==> config.mk <==
export PLATFORM = sky130hd
export DESIGN_NAME = fetch_stage
export DESIGN_NICKNAME = d
export VERILOG_FILES = /design/src/rtl/fetch_stage.sv
export SDC_FILE = /design/constraint.sdc
export NUM_CORES = 1
export LEC_CHECK = 0
export BUFFER_PORTS_ARGS = -buffer_cell sky130_fd_sc_hd__buf_2
export CELL_PAD_IN_SITES_DETAIL_PLACEMENT = 0
export CELL_PAD_IN_SITES_GLOBAL_PLACEMENT = 1
export CORE_MARGIN = 2
export CORE_UTILIZATION = 25
export CTS_CLUSTER_DIAMETER = 100
export DETAILED_ROUTE_END_ITERATION = 16
export PLACE_DENSITY = 0.66
export RECOVER_POWER = 100
export SLEW_MARGIN = 10
export SYNTH_ARGS = -nofsm -noshare
export SYNTH_HDL_FRONTEND = slang
export SYNTH_SLANG_ARGS = --single-unit
==> constraint.sdc <==
create_clock -name clk -period 9.87 [get_ports clk]
set_clock_uncertainty 0.2 [all_clocks]
set_input_delay 0.4935 -clock clk [delete_from_list [all_inputs] [get_ports clk]]
set_output_delay 0.4935 -clock clk [all_outputs]
set_load 0.02 [all_outputs]
==> src/rtl/fetch_stage.sv <==
// -----------------------------------------------------------------------------
// fetch_stage
//
// Instruction fetch stage: owns the program counter and the IF/ID pipeline
// register. The PC drives instruction memory combinationally, and the returned
// word is captured into IF/ID on the next rising edge. Redirects, stalls and
// flushes from the rest of the pipeline decide whether the PC advances, holds
// or jumps, and whether IF/ID captures, holds or takes a bubble.
//
// Optional feature macro: FETCH_MISALIGN_TRAP_EN
//   defined   - a redirect to a target that is not word aligned raises
//               fetch_exc. The PC then freezes and bubbles are issued until a
//               later redirect to an aligned target arrives.
//   undefined - redirect targets are forced to word alignment and fetch_exc
//               is always 0.
//
// Ports
//   clk              clock; all state changes on its rising edge
//   rst              asynchronous active-high reset
//   instr_addr       byte address to instruction memory (current PC)
//   instr_data       instruction word returned by memory for instr_addr
//   stall            hold the PC and IF/ID
//   flush            squash IF/ID into a bubble
//   redirect_valid   taken branch/jump; load redirect_target
//   redirect_target  next PC on redirect
//   if_id_valid      IF/ID holds a real instruction
//   if_id_pc         PC of the registered instruction
//   if_id_pc_plus4   if_id_pc + 4 (wraps modulo 2^32)
//   if_id_instr      registered instruction word
//   fetch_count      number of valid instructions captured into IF/ID
//   fetch_exc        misaligned-redirect exception pending
// -----------------------------------------------------------------------------
module fetch_stage #(
    parameter logic [31:0] RESET_PC  = 32'h0000_0000,
    parameter logic [31:0] NOP_INSTR = 32'h0000_0013
) (
    input  logic        clk,
    input  logic        rst,
    output logic [31:0] instr_addr,
    input  logic [31:0] instr_data,
    input  logic        stall,
    input  logic        flush,
    input  logic        redirect_valid,
    input  logic [31:0] redirect_target,
    output logic        if_id_valid,
    output logic [31:0] if_id_pc,
    output logic [31:0] if_id_pc_plus4,
    output logic [31:0] if_id_instr,
    output logic [31:0] fetch_count,
    output logic        fetch_exc
);

    logic [31:0] pc_q, pc_d;
    logic        if_id_valid_q, if_id_valid_d;
    logic [31:0] if_id_pc_q, if_id_pc_d;
    logic [31:0] if_id_pc_plus4_q, if_id_pc_plus4_d;
    logic [31:0] if_id_instr_q, if_id_instr_d;
    logic [31:0] fetch_count_q, fetch_count_d;
    logic        fetch_exc_q, fetch_exc_d;

    logic [31:0] pc_plus4;
    logic        redirect_misaligned;
    logic [31:0] redirect_pc;
    logic        bubble;

    assign pc_plus4 = pc_q + 32'd4;

`ifdef FETCH_MISALIGN_TRAP_EN
    assign redirect_misaligned = (redirect_target[1:0] != 2'b00);
    assign redirect_pc         = redirect_target;
`else
    assign redirect_misaligned = 1'b0;
    // Low bits are dropped so a stray target still lands on a word boundary.
    assign redirect_pc         = redirect_target & 32'hFFFF_FFFC;
`endif

    // A pending exception keeps issuing bubbles even over a stall so that
    // nothing downstream executes past the faulting redirect.
    assign bubble = redirect_valid | flush | fetch_exc_q;

    always_comb begin
        pc_d             = pc_q;
        fetch_exc_d      = fetch_exc_q;
        if_id_valid_d    = if_id_valid_q;
        if_id_pc_d       = if_id_pc_q;
        if_id_pc_plus4_d = if_id_pc_plus4_q;
        if_id_instr_d    = if_id_instr_q;
        fetch_count_d    = fetch_count_q;

        if (redirect_valid) begin
            if (redirect_misaligned) begin
                fetch_exc_d = 1'b1;
            end else begin
                fetch_exc_d = 1'b0;
                pc_d        = redirect_pc;
            end
        end else if (!stall && !fetch_exc_q) begin
            pc_d = pc_plus4;
        end

        if (bubble) begin
            if_id_valid_d = 1'b0;
            if_id_instr_d = NOP_INSTR;
        end else if (!stall) begin
            if_id_valid_d    = 1'b1;
            if_id_pc_d       = pc_q;
            if_id_pc_plus4_d = pc_plus4;
            if_id_instr_d    = instr_data;
            fetch_count_d    = fetch_count_q + 32'd1;
        end
    end

    always_ff @(posedge clk or posedge rst) begin
        if (rst) begin
            pc_q             <= RESET_PC;
            fetch_exc_q      <= 1'b0;
            if_id_valid_q    <= 1'b0;
            if_id_pc_q       <= 32'h0000_0000;
            if_id_pc_plus4_q <= 32'h0000_0000;
            if_id_instr_q    <= NOP_INSTR;
            fetch_count_q    <= 32'h0000_0000;
        end else begin
            pc_q             <= pc_d;
            fetch_exc_q      <= fetch_exc_d;
            if_id_valid_q    <= if_id_valid_d;
            if_id_pc_q       <= if_id_pc_d;
            if_id_pc_plus4_q <= if_id_pc_plus4_d;
            if_id_instr_q    <= if_id_instr_d;
            fetch_count_q    <= fetch_count_d;
        end
    end

    assign instr_addr     = pc_q;
    assign if_id_valid    = if_id_valid_q;
    assign if_id_pc       = if_id_pc_q;
    assign if_id_pc_plus4 = if_id_pc_plus4_q;
    assign if_id_instr    = if_id_instr_q;
    assign fetch_count    = fetch_count_q;
    assign fetch_exc      = fetch_exc_q;

endmodule

==> metrics.md, run 1 <==
| Metric | Value |
|---|---|
| GRT overflow | `0` |
| PD cells | `approximately 200 nW/um^2` |
| Total global-route track usage | `14.7%` |
| Hold_ws | `0.0786 ns` |
| # IOs | `231` |
| CTS Sinks | `roughly 160` |
| Number of fill cells | `2929` |
| Iter 0 DRT Violations | `331` |
| Post-DRT Antenna Nets | `0` |
| Post-synth EDFFs | `0` |
| Max Cap Viol | `4` |
| DRT Pass-1 Iters | `4` |
| Routability Congestion | `0.736` |
| Final hold vios | `0` |
| Slew HR | `-223%` |
| CP max FO | `96` |
| Core area | `27100 um^2` |
| H-tree depth | `4` |
| Post-synth top area cell | `dfrtp_1` |
| Post-synth ARST share | `100%` |
| Initial antenna violation count | `0` |
| Data required, critical path | `around 10 ns` |
| Register area share after synthesis | `56.0%` |
| Hold crit path type | `input pin to register` |
| Vias per cell | `4.44` |
| Layout cells sized above 1 | `12.3%` |
| Crit Path Class | `input pin to register` |
| Net count, final | `about 970` |
| Detail Placement HPWL | `14.6 mm` |
| Clock slew seen by the registers of the worst setup and hold paths | `0.07 ns` |
| Multi-input gate area | `roughly 2800 um^2` |
| Outcome | `complete, but fails checks` |
| Area grow syn2layout | `26.1%` |
| Crit path DAT | `3.99 ns` |
| DR DRC count | `0` |
| Port bufs | `221` |
| Area contributors post-synth | `dfrtp_1 (55%), nand2_1 (9.3%), xor2_1 (5.8%)` |
| Core Rows | `60` |
| Maximum VDD drop | `114 uV` |
| Most frequent cell after synthesis | `nand2_1` |
| Resize count post-CTS | `0` |
| Reg2Reg Depth | `6` |
| Setup Fix Bufs, Post-CTS | `0` |
| Most used DFF post-synth | `dfrtp_1` |
| Via count | `5705` |
| Worst-Margin Slew | `4.81 ns` |
| Seq cells post-synth | `155` |
| Clock root buffer | `clkbuf_16` |
| Chip Width | `171 um` |
| Wire length per cell | `16.5 um` |
| Vias in the first global route | `between 5000 and 6000` |
| Post-Syn Area | `between 6000 and 7000 um^2` |
| Final period utilization | `39.5%` |
| Fin. max-slew vios | `232` |
| CTS Buffer Depth | `2` |
| CTS Hold Buffers Added | `0` |
| Hold depth | `3` |
| CP Capture Type | `register` |
| Tot Pwr | `1750 uW` |
| Leak | `around 0.0038 uW` |
| Fin crit period | `3.90 ns` |
| TritonCTS clock tree | `done` |
| Avg Cell Area, Syn | `between 9 and 10 um^2` |
| Die height | `171 um` |
| Top cells by count, synth | `nand2_1 (171), dfrtp_1 (152), o21ai_0 (61)` |
| Mapped Cells | `699` |
| Die area | `29100 um^2` |
| Drt total wl | `21.2 mm` |
| Setup_tns | `0 ns` |
| Register area | `3880 um^2` |
| Post-synth top area share | `a little over half` |
| CP Launch Type | `input pin` |
| Fin util | `32.3%` |
| Clk Latency, worst-skew pair | `0.42 ns` |
| N_diodes | `0` |
| Largest net degree at the start of global routing | `106` |
| Starting Density | `about a quarter` |
| Synth warn | `0` |
| RSZ-0062 raised after global routing | `false` |
| First-pass GRT wire length | `32.9 mm` |
| Distinct cell type count after synthesis | `39` |
| Maximum clock rate | `0.257 GHz` |
| Setup violations, final | `0` |
| CTS buffer count | `17` |
| Failing checks | `max-capacitance violations, max-slew violations` |
## final timing paths
kind                       slack [ns]              end           startpoint
setup / recovery                 5.97   fetch_count[7]       redirect_valid
hold / removal                   0.08   instr_addr[18]  redirect_target[18]
setup reg to reg                 6.59   instr_addr[26]        instr_addr[2]
hold reg to reg                  0.27  fetch_count[31]      fetch_count[31]
max in group asynchronous        5.98   instr_addr[13]                  rst
min in group asynchronous        1.34  fetch_count[15]                  rst
## cell families after synthesis
group | count (synthesis) | synth area share (%)
adder cells (fa/ha/maj) | 2 | 0.361
XOR/XNOR | 87 | 11.0
other | 1 | 0.0541
AO/OA/AOI/OAI | 96 | 8.75
buffers and inverters | 59 | 3.75
AND/OR/NAND/NOR | 298 | 20.0
flip-flops | 155 | 56.0
multiplexers | 1 | 0.144
## cell usage in the layout, fill, tap and decap left out, types with 2 or more instances in the layout
| cell type | n |
|---|---|
| nand4_1 | 23 |
| conb_1 | 7 |
| clkinv_4 | 3 |
| clkbuf_16 | 17 |
| dfrtp_1 | 152 |
| and2_1 | 2 |
| nor4_2 | 2 |
| or2_2 | 2 |
| and2_0 | 2 |
| inv_1 | 7 |
| and3_1 | 3 |
| inv_6 | 2 |
| nor4_1 | 5 |
| o22a_1 | 3 |
| or3_1 | 2 |
| and4_1 | 7 |
| clkinvlp_4 | 2 |
| xor2_1 | 46 |
| a22o_1 | 29 |
| bufinv_16 | 2 |
| clkbuf_1 | 157 |
| nand3_1 | 41 |
| dfstp_2 | 3 |
| nor2_1 | 17 |
| buf_2 | 66 |
| ha_1 | 2 |
| buf_4 | 5 |
| xnor2_1 | 41 |
| nor2b_1 | 3 |
| o21ai_0 | 61 |
| nand2_1 | 171 |
| nor3_1 | 14 |
| inv_8 | 4 |
## layer usage
layer  vias to the layer above  global-route usage [%]  routed length [um]
li1                       2746                       -                   -
met1                      2774                    20.2                9740
met2                       175                    23.0                9740
met3                        10                    4.16                1550
met4                         0                    2.79                 125
met5                         -                       0                   0
## per-stage QoR
step                      std cells  setup slack (ns)  instance area [um^2]
final                          1286              5.97                  8740
after global routing           1286              5.12                  8740
after CTS                      1286              7.07                  8980
after detailed placement       1254              6.69                  8370
after global placement         1254              6.63                  8370
after floorplan                 705              5.00                  6960
## final cells by class
type | count | area share (%)
flip-flops and latches | 155 | 44.4
multi-input cells | 491 | 32.0
repair buffers | 228 | 10.9
well taps | 372 | 5.32
clock buffers | 17 | 4.87
clock inverters | 15 | 2.12
inverters | 8 | 0.358
## report_power, final
part / total, uW / internal, uW / switching, uW / leakage (uW)
Combinational: 290 / 84.0 / 206 / 0.00152
Clock: 687 / 385 / 302 / 0.000294
Sequential: 771 / 704 / 67.2 / 0.00200
Total: 1750 / 1170 / 575 / 0.00381
## critical path: stages
cell and delay, ns:
buf_2 0.07, clkbuf_1 1.73, or3_1 0.31, buf_4 0.74
nor3_1 0.22, and3_1 0.26, xor2_1 0.13
## registers in the layout, summed over array words and instances, names as in the netlist
| signal | count |
|---|---|
| if_id_valid | 1 |
| fetch_count | 32 |
| instr_addr | 30 |
| if_id_pc_plus4 | 30 |
| if_id_instr | 32 |
| if_id_pc | 30 |
Power figures use the tool's default switching activity.
==> inputs of run 2 (changes only) <==
- clock period: 9.87 -> 3.95 ns (I/O delays scaled with it)
==> metrics.md, run 2 (same netlist as run 1, synthesis figures left out) <==
| Metric | Value |
|---|---|
| Clock slew seen by the registers of the worst setup and hold paths | `0.06 ns (about the same)` |
| Sw Pwr | `1390 uW (+140%)` |
| Starting Density | `25.6% (unchanged)` |
| Setup violations, final | `0 (unchanged)` |
| Fin. max-slew vios | `218 (-6.0%)` |
| Area grow syn2layout | `35.7%` |
| Vias per cell | `4.36 (-1.8%)` |
| Data required, critical path | `4.05 ns (-5.91 ns)` |
| Vias in the first global route | `5849 (+5.8%)` |
| Drt total wl | `21.8 mm (+2.9%)` |
| Core Rows | `60 (unchanged)` |
| Resize count post-CTS | `0 (unchanged)` |
| Die height | `171 um (unchanged)` |
| Die area | `29100 um^2 (unchanged)` |
| CP max FO | `38 (-60%)` |
| Worst Setup SP | `flush` |
| Layout cells sized above 1 | `11.2% (-1.0 points)` |
| Crit path DAT | `3.21 ns (-0.78 ns)` |
| Largest net degree at the start of global routing | `156 (+47%)` |
| Outcome | `complete, but fails checks` |
| Final hold vios | `0 (unchanged)` |
| CP Launch Type | `input pin` |
| DP Area | `8410 um^2 (+0.48%)` |
| RSZ-0062 raised after global routing | `false` |
| Setup WS post-layout | `0.835 ns (-5.14 ns)` |
| Crit Path Class | `input pin to register` |
| Seq pwr share | `43.5% (-0.6 points)` |
| Net count, final | `1039 (+6.9%)` |
| Sw frac | `31.3% (-1.6 points)` |
| Routability Congestion | `0.748 (+1.6%)` |
| Clock share of power | `39.2% (about the same)` |
| First-pass GRT wire length | `33.7 mm (+2.6%)` |
| DRT Pass-1 Iters | `4 (unchanged)` |
| Core area | `27100 um^2 (unchanged)` |
| Hold crit path type | `input pin to register` |
| H-tree depth | `4 (unchanged)` |
| CP Capture Type | `register` |
| Clock root buffer | `clkbuf_16` |
| Initial antenna violation count | `0 (unchanged)` |
| Leak | `0.00410 uW (+7.5%)` |
| Post-route cell area | `9410 um^2 (+7.6%)` |
| Final period utilization | `78.9%` |
| Total global-route track usage | `15.1% (+0.41 points)` |
| PD cells | `471 nW/um^2 (+140%)` |
| Slew HR | `-46.7% (+180 points)` |
| Min-delay src | `stall` |
| Max Cap Viol | `3 (-1)` |
| Via count | `5892 (+3.3%)` |
| Total internal power | `3040 uW (+160%)` |
| GRT overflow | `0 (unchanged)` |
| CTS buffer count | `17 (unchanged)` |
| Clk Latency, worst-skew pair | `0.42 ns (about the same)` |
| Maximum VDD drop | `239 uV (+110%)` |
| Chip Width | `171 um (unchanged)` |
| N_diodes | `0 (unchanged)` |
| CTS Sinks | `155 (unchanged)` |
| Comb power frac | `17.3% (+0.7 points)` |
| Maximum clock rate | `0.321 GHz` |
| # IOs | `231 (unchanged)` |
| Detail Placement HPWL | `14.7 mm (+0.18%)` |
| Wire length per cell | `16.1 um (-2.2%)` |
| DR DRC count | `0 (unchanged)` |
| Post-DRT Antenna Nets | `0 (unchanged)` |
| Failing checks | `max-capacitance violations, max-slew violations` |
| Commonest non-fill, non-tap cell in the layout | `nand2_1` |
| CTS Buffer Depth | `2 (unchanged)` |
| Setup Fix Bufs, Post-CTS | `0 (unchanged)` |
| TritonCTS clock tree | `done` |
| Fin crit period | `3.11 ns` |
| Setup_tns | `0 ns (unchanged)` |
| FF-to-FF Start | `instr_addr[2]` |
| Worst-Margin Slew | `2.20 ns (-2.61 ns)` |
| Leading cell types in the layout, fill and taps excluded | `nand2_1 (171), clkbuf_1 (162), dfrtp_1 (152)` |
| Pre-CTS setup slack | `1.26 ns (-5.44 ns)` |
| Port bufs | `221 (unchanged)` |
| Iter 0 DRT Violations | `297 (-10%)` |
[run 2: changes by cell type in the layout (fill, tap and decap cells not counted), sizes merged]
cell         before  now
bufinv            2    3
buf              71   68
inv              13    9
clkinvlp          3    2
dlygate4sd3       0   64
clkbuf          174  182
clkinv            5    6
[run 2: through the flow]
step	util, %	std cells	hold slack [ns]	power, uW
2_1_floorplan	-	705	0.114	2400
3_3_place_gp	31.0	1257	0.207	2730
3_5_place_dp	31.0	1257	0.212	2730
4_1_cts	35.7	1352	0.0909	4550
5_1_grt	34.7	1352	0.0921	4670
6_report	34.7	1352	0.0962	4430
[run 2: timing repair]
action                                 4_1_cts  5_1_grt
setup endpoints to repair                    0        0
hold buffers                                64        0
endpoints found under the hold margin      215        0
[run 2: area by class of cell]
| cell class | count | area [um^2] |
|---|---|---|
| Fill cell | 2866 | 17700 |
| Timing Repair Buffer | 295 | 1610 |
| Sequential cell | 155 | 3880 |
| Tap cell | 372 | 465 |
| Inverter | 8 | 33.8 |
| Clock buffer | 19 | 453 |
| Multi-Input combinational cell | 491 | 2810 |
| Clock inverter | 12 | 164 |
[run 2: power by group through the flow]
stage / clock network [uW] / logic (uW) / registers, uW
finish: 1730 / 766 / 1930
global route: 1870 / 847 / 1960
detailed placement: 0 / 782 / 1950
floorplan: 0 / 284 / 2120
global placement: 0 / 778 / 1950
CTS: 1790 / 833 / 1930
[run 2: path summary, 6_finish.rpt]
| kind | to | slack [ns] | cells past startpoint |
|---|---|---|---|
| min reg2reg | if_id_pc[23] | 0.27 | 2 |
| max in group asynchronous | if_id_pc_plus4[31] | 1.21 | 4 |
| min in group asynchronous | fetch_count[0] | 0.96 | 4 |
| min | if_id_valid | 0.1 | 2 |
| max reg2reg | if_id_pc_plus4[26] | 1.12 | 7 |
| max | fetch_count[21] | 0.84 | 7 |
[run 2: critical path: stages]
cell and delay (ns):
dlygate4sd3_1 0.54, clkbuf_1 0.15, or3_1 0.86, or4_1 0.81
nor2_1 0.35, nand4_1 0.16, xnor2_1 0.15
[run 2: routing by layer]
metal  GRT usage, %  wire length (um)  share of wire (%)  vias up
met5              0                 0                  0        -
met4           3.38               206               0.95        0
met3           4.12              1280                5.9       12
met2           24.2              9990                 46      167
met1           20.2             10300                 47     2831
li1               -                 -                  -     2882
==> inputs of run 3 (changes only) <==
- PLACE_DENSITY: 0.66 -> 0.68
- clock period: 3.95 -> 2.65 ns (I/O delays scaled with it)
==> metrics.md, run 3 (same netlist as run 1, synthesis figures left out) <==
| Metric | Value |
|---|---|
| Outcome | `complete, no violations` |
| H-tree depth | `4 (unchanged)` |
| FF-to-FF Start | `instr_addr[6]` |
| DP Area | `8460 um^2 (+0.61%)` |
| Leak | `0.00414 uW (+1.0%)` |
| Clock slew seen by the registers of the worst setup and hold paths | `0.06 ns (about the same)` |
| Setup_tns | `0 ns (unchanged)` |
| CP Capture Type | `register` |
| GRT overflow | `0 (unchanged)` |
| First-pass GRT wire length | `33.3 mm (-1.2%)` |
| Leading cell types in the layout, fill and taps excluded | `nand2_1 (171), clkbuf_1 (160), dfrtp_1 (152)` |
| Fin crit period | `~2.5 ns` |
| Resize count post-CTS | `0 (unchanged)` |
| Core area | `27100 um^2 (unchanged)` |
| Number of fill cells | `2841 (-0.87%)` |
| N_diodes | `0 (unchanged)` |
| Detail Placement HPWL | `14.4 mm (-1.6%)` |
| WHS Endpoint | `fetch_count[12]` |
| Post-route cell area | `9470 um^2 (+0.68%)` |
| Core Rows | `60 (unchanged)` |
| Crit Path Class | `input pin to register` |
| Setup Fix Bufs, Post-CTS | `0 (unchanged)` |
| CP delay by family, top | `simple AND/OR/NAND/NOR gates` |
| Hold depth | `5 (+3)` |
| Final period utilization | `between 90% and 100%` |
| CP Buf/Inv Count | `2 (unchanged)` |
| Slowest cell on the critical path | `or4_1` |
| Clock root buffer | `clkbuf_16` |
| Wire length per cell | `15.9 um (-1.2%)` |
| PD cells | `688 nW/um^2 (+46%)` |
| Starting Density | `25.6% (unchanged)` |
| Total global-route track usage | `14.9% (-0.18 points)` |
| FF-to-FF End | `instr_addr[25]` |
| Reg2Reg Depth | `6 (-1)` |
| Port bufs | `221 (unchanged)` |
| Vias in the first global route | `5830 (-0.32%)` |
| Hold crit path type | `input pin to register` |
| Hold_ws | `0.0287 ns (-0.0674 ns)` |
| CTS Sinks | `155 (unchanged)` |
| Slew HR | `3.37% (+50 points)` |
| Post-DRT Antenna Nets | `0 (unchanged)` |
| Maximum clock rate | `between 0.3 and 0.4 GHz` |
| Die height | `171 um (unchanged)` |
| Crit path DAT | `2.65 ns (-0.56 ns)` |
| Net count, final | `1050 (+1.1%)` |
| Die area | `29100 um^2 (unchanged)` |
| CP Launch Type | `input pin` |
| CP max FO | `6 (-84%)` |
| Tot Pwr | `6520 uW (+47%)` |
| Max Cap Viol | `0 (-3)` |
| CTS Hold Buffers Added | `69 (+7.8%)` |
| Routability Congestion | `0.751 (+0.47%)` |
| Register area | `3880 um^2 (unchanged)` |
| Chip Width | `171 um (unchanged)` |
| CTS buffer count | `17 (unchanged)` |
| Maximum VDD drop | `396 uV (+66%)` |
| Via count | `5986 (+1.6%)` |
| Initial antenna violation count | `0 (unchanged)` |
| Layout cells sized above 1 | `11.8% (+0.57 points)` |
| DR DRC count | `0 (unchanged)` |
| Largest net degree at the start of global routing | `156 (unchanged)` |
| Worst-path cell chain | `dlygate4sd3_1 > clkbuf_1 > or3_1 > or4_1 > nor2_1 > nand4_1 > xnor2_1` |
| Vias per cell | `4.39 (+0.70%)` |
| Data required, critical path | `2.76 ns (-1.29 ns)` |
| Commonest non-fill, non-tap cell in the layout | `nand2_1` |
| Multi-input gate area | `2790 um^2 (-0.40%)` |
| R2R setup slack | `0.33 ns (-0.79 ns)` |
| CTS Buffer Depth | `2 (unchanged)` |
| Drt total wl | `21.7 mm (-0.37%)` |
| Critical Path Max Stage Delay | `0.65 ns (-0.21 ns)` |
| Final hold vios | `0 (unchanged)` |
| RSZ-0062 raised after global routing | `false` |
| Setup violations, final | `0 (unchanged)` |
| # IOs | `231 (unchanged)` |
| Fin. max-slew vios | `0 (-100%)` |
| Area grow syn2layout | `36.6%` |
| Worst-Margin Slew | `1.45 ns (-0.751 ns)` |
| Iter 0 DRT Violations | `271 (-8.8%)` |
| Min-delay src | `flush` |
| DRT Pass-1 Iters | `4 (unchanged)` |
| TritonCTS clock tree | `done` |
| Clk Latency, worst-skew pair | `0.43 ns (about the same)` |
## run 3: cell count changes in the layout (fill, tap and decap cells not counted), sizes merged
cell / before / now
clkinvlp: 2 / 3
bufinv: 3 / 1
dlygate4sd3: 64 / 69
clkinv: 6 / 3
buf: 68 / 73
inv: 9 / 15
## run 3: worst max-delay path by stage
stage | depth (start not counted) | end | start
2_1_floorplan | 6 | if_id_pc_plus4[30] | instr_addr[2]
3_3_place_gp | 7 | if_id_pc_plus4[26] | instr_addr[2]
3_5_place_dp | 7 | if_id_pc_plus4[26] | instr_addr[2]
4_1_cts | 7 | fetch_count[21] | redirect_valid
5_1_grt | 6 | instr_addr[25] | instr_addr[6]
6_report | 7 | fetch_count[21] | redirect_valid
## run 3: power by group
| group | internal (uW) | leakage, uW | switching (uW) |
|---|---|---|---|
| sequential | 2620 | 0.00200 | 245 |
| clock | 1360 | 0.000286 | 1130 |
| combinational | 381 | 0.00185 | 785 |
| total | 4360 | 0.00414 | 2160 |
## run 3: area by class of cell
type	count	share of cell area, %
sequential	155	41.0
inverter	8	0.357
multi-input combinational	491	29.5
clock buffer	18	4.64
clock inverter	14	1.60
timing repair buffer	306	18.0
tap	372	4.91
## run 3: per-layer routing
metal	wire (um)	share of wire, %	GRT usage (%)
met5	0	0	0
met4	163	0.75	3.57
met1	10200	47	20.2
met3	1390	6.4	4.14
met2	9920	46	23.5
## run 3: per-stage QoR
stage / worst slack (ns) / instances / utilization, %
6_report: 0.108 / 1364 / 35.0
5_1_grt: 0.0990 / 1364 / 35.0
4_1_cts: 0.340 / 1364 / 35.9
3_5_place_dp: 0.405 / 1263 / 31.2
3_3_place_gp: 0.439 / 1263 / 31.2
2_1_floorplan: 0.262 / 705 / -
## run 3: worst reg2reg max path, cell delays in order (launching register included)
cell and delay [ns]:
dfrtp_1 0.47, nand3_1 0.27, nor4_1 0.29, clkbuf_1 0.46, nand4_1 0.21, xor2_1 0.19, o21ai_0 0.15
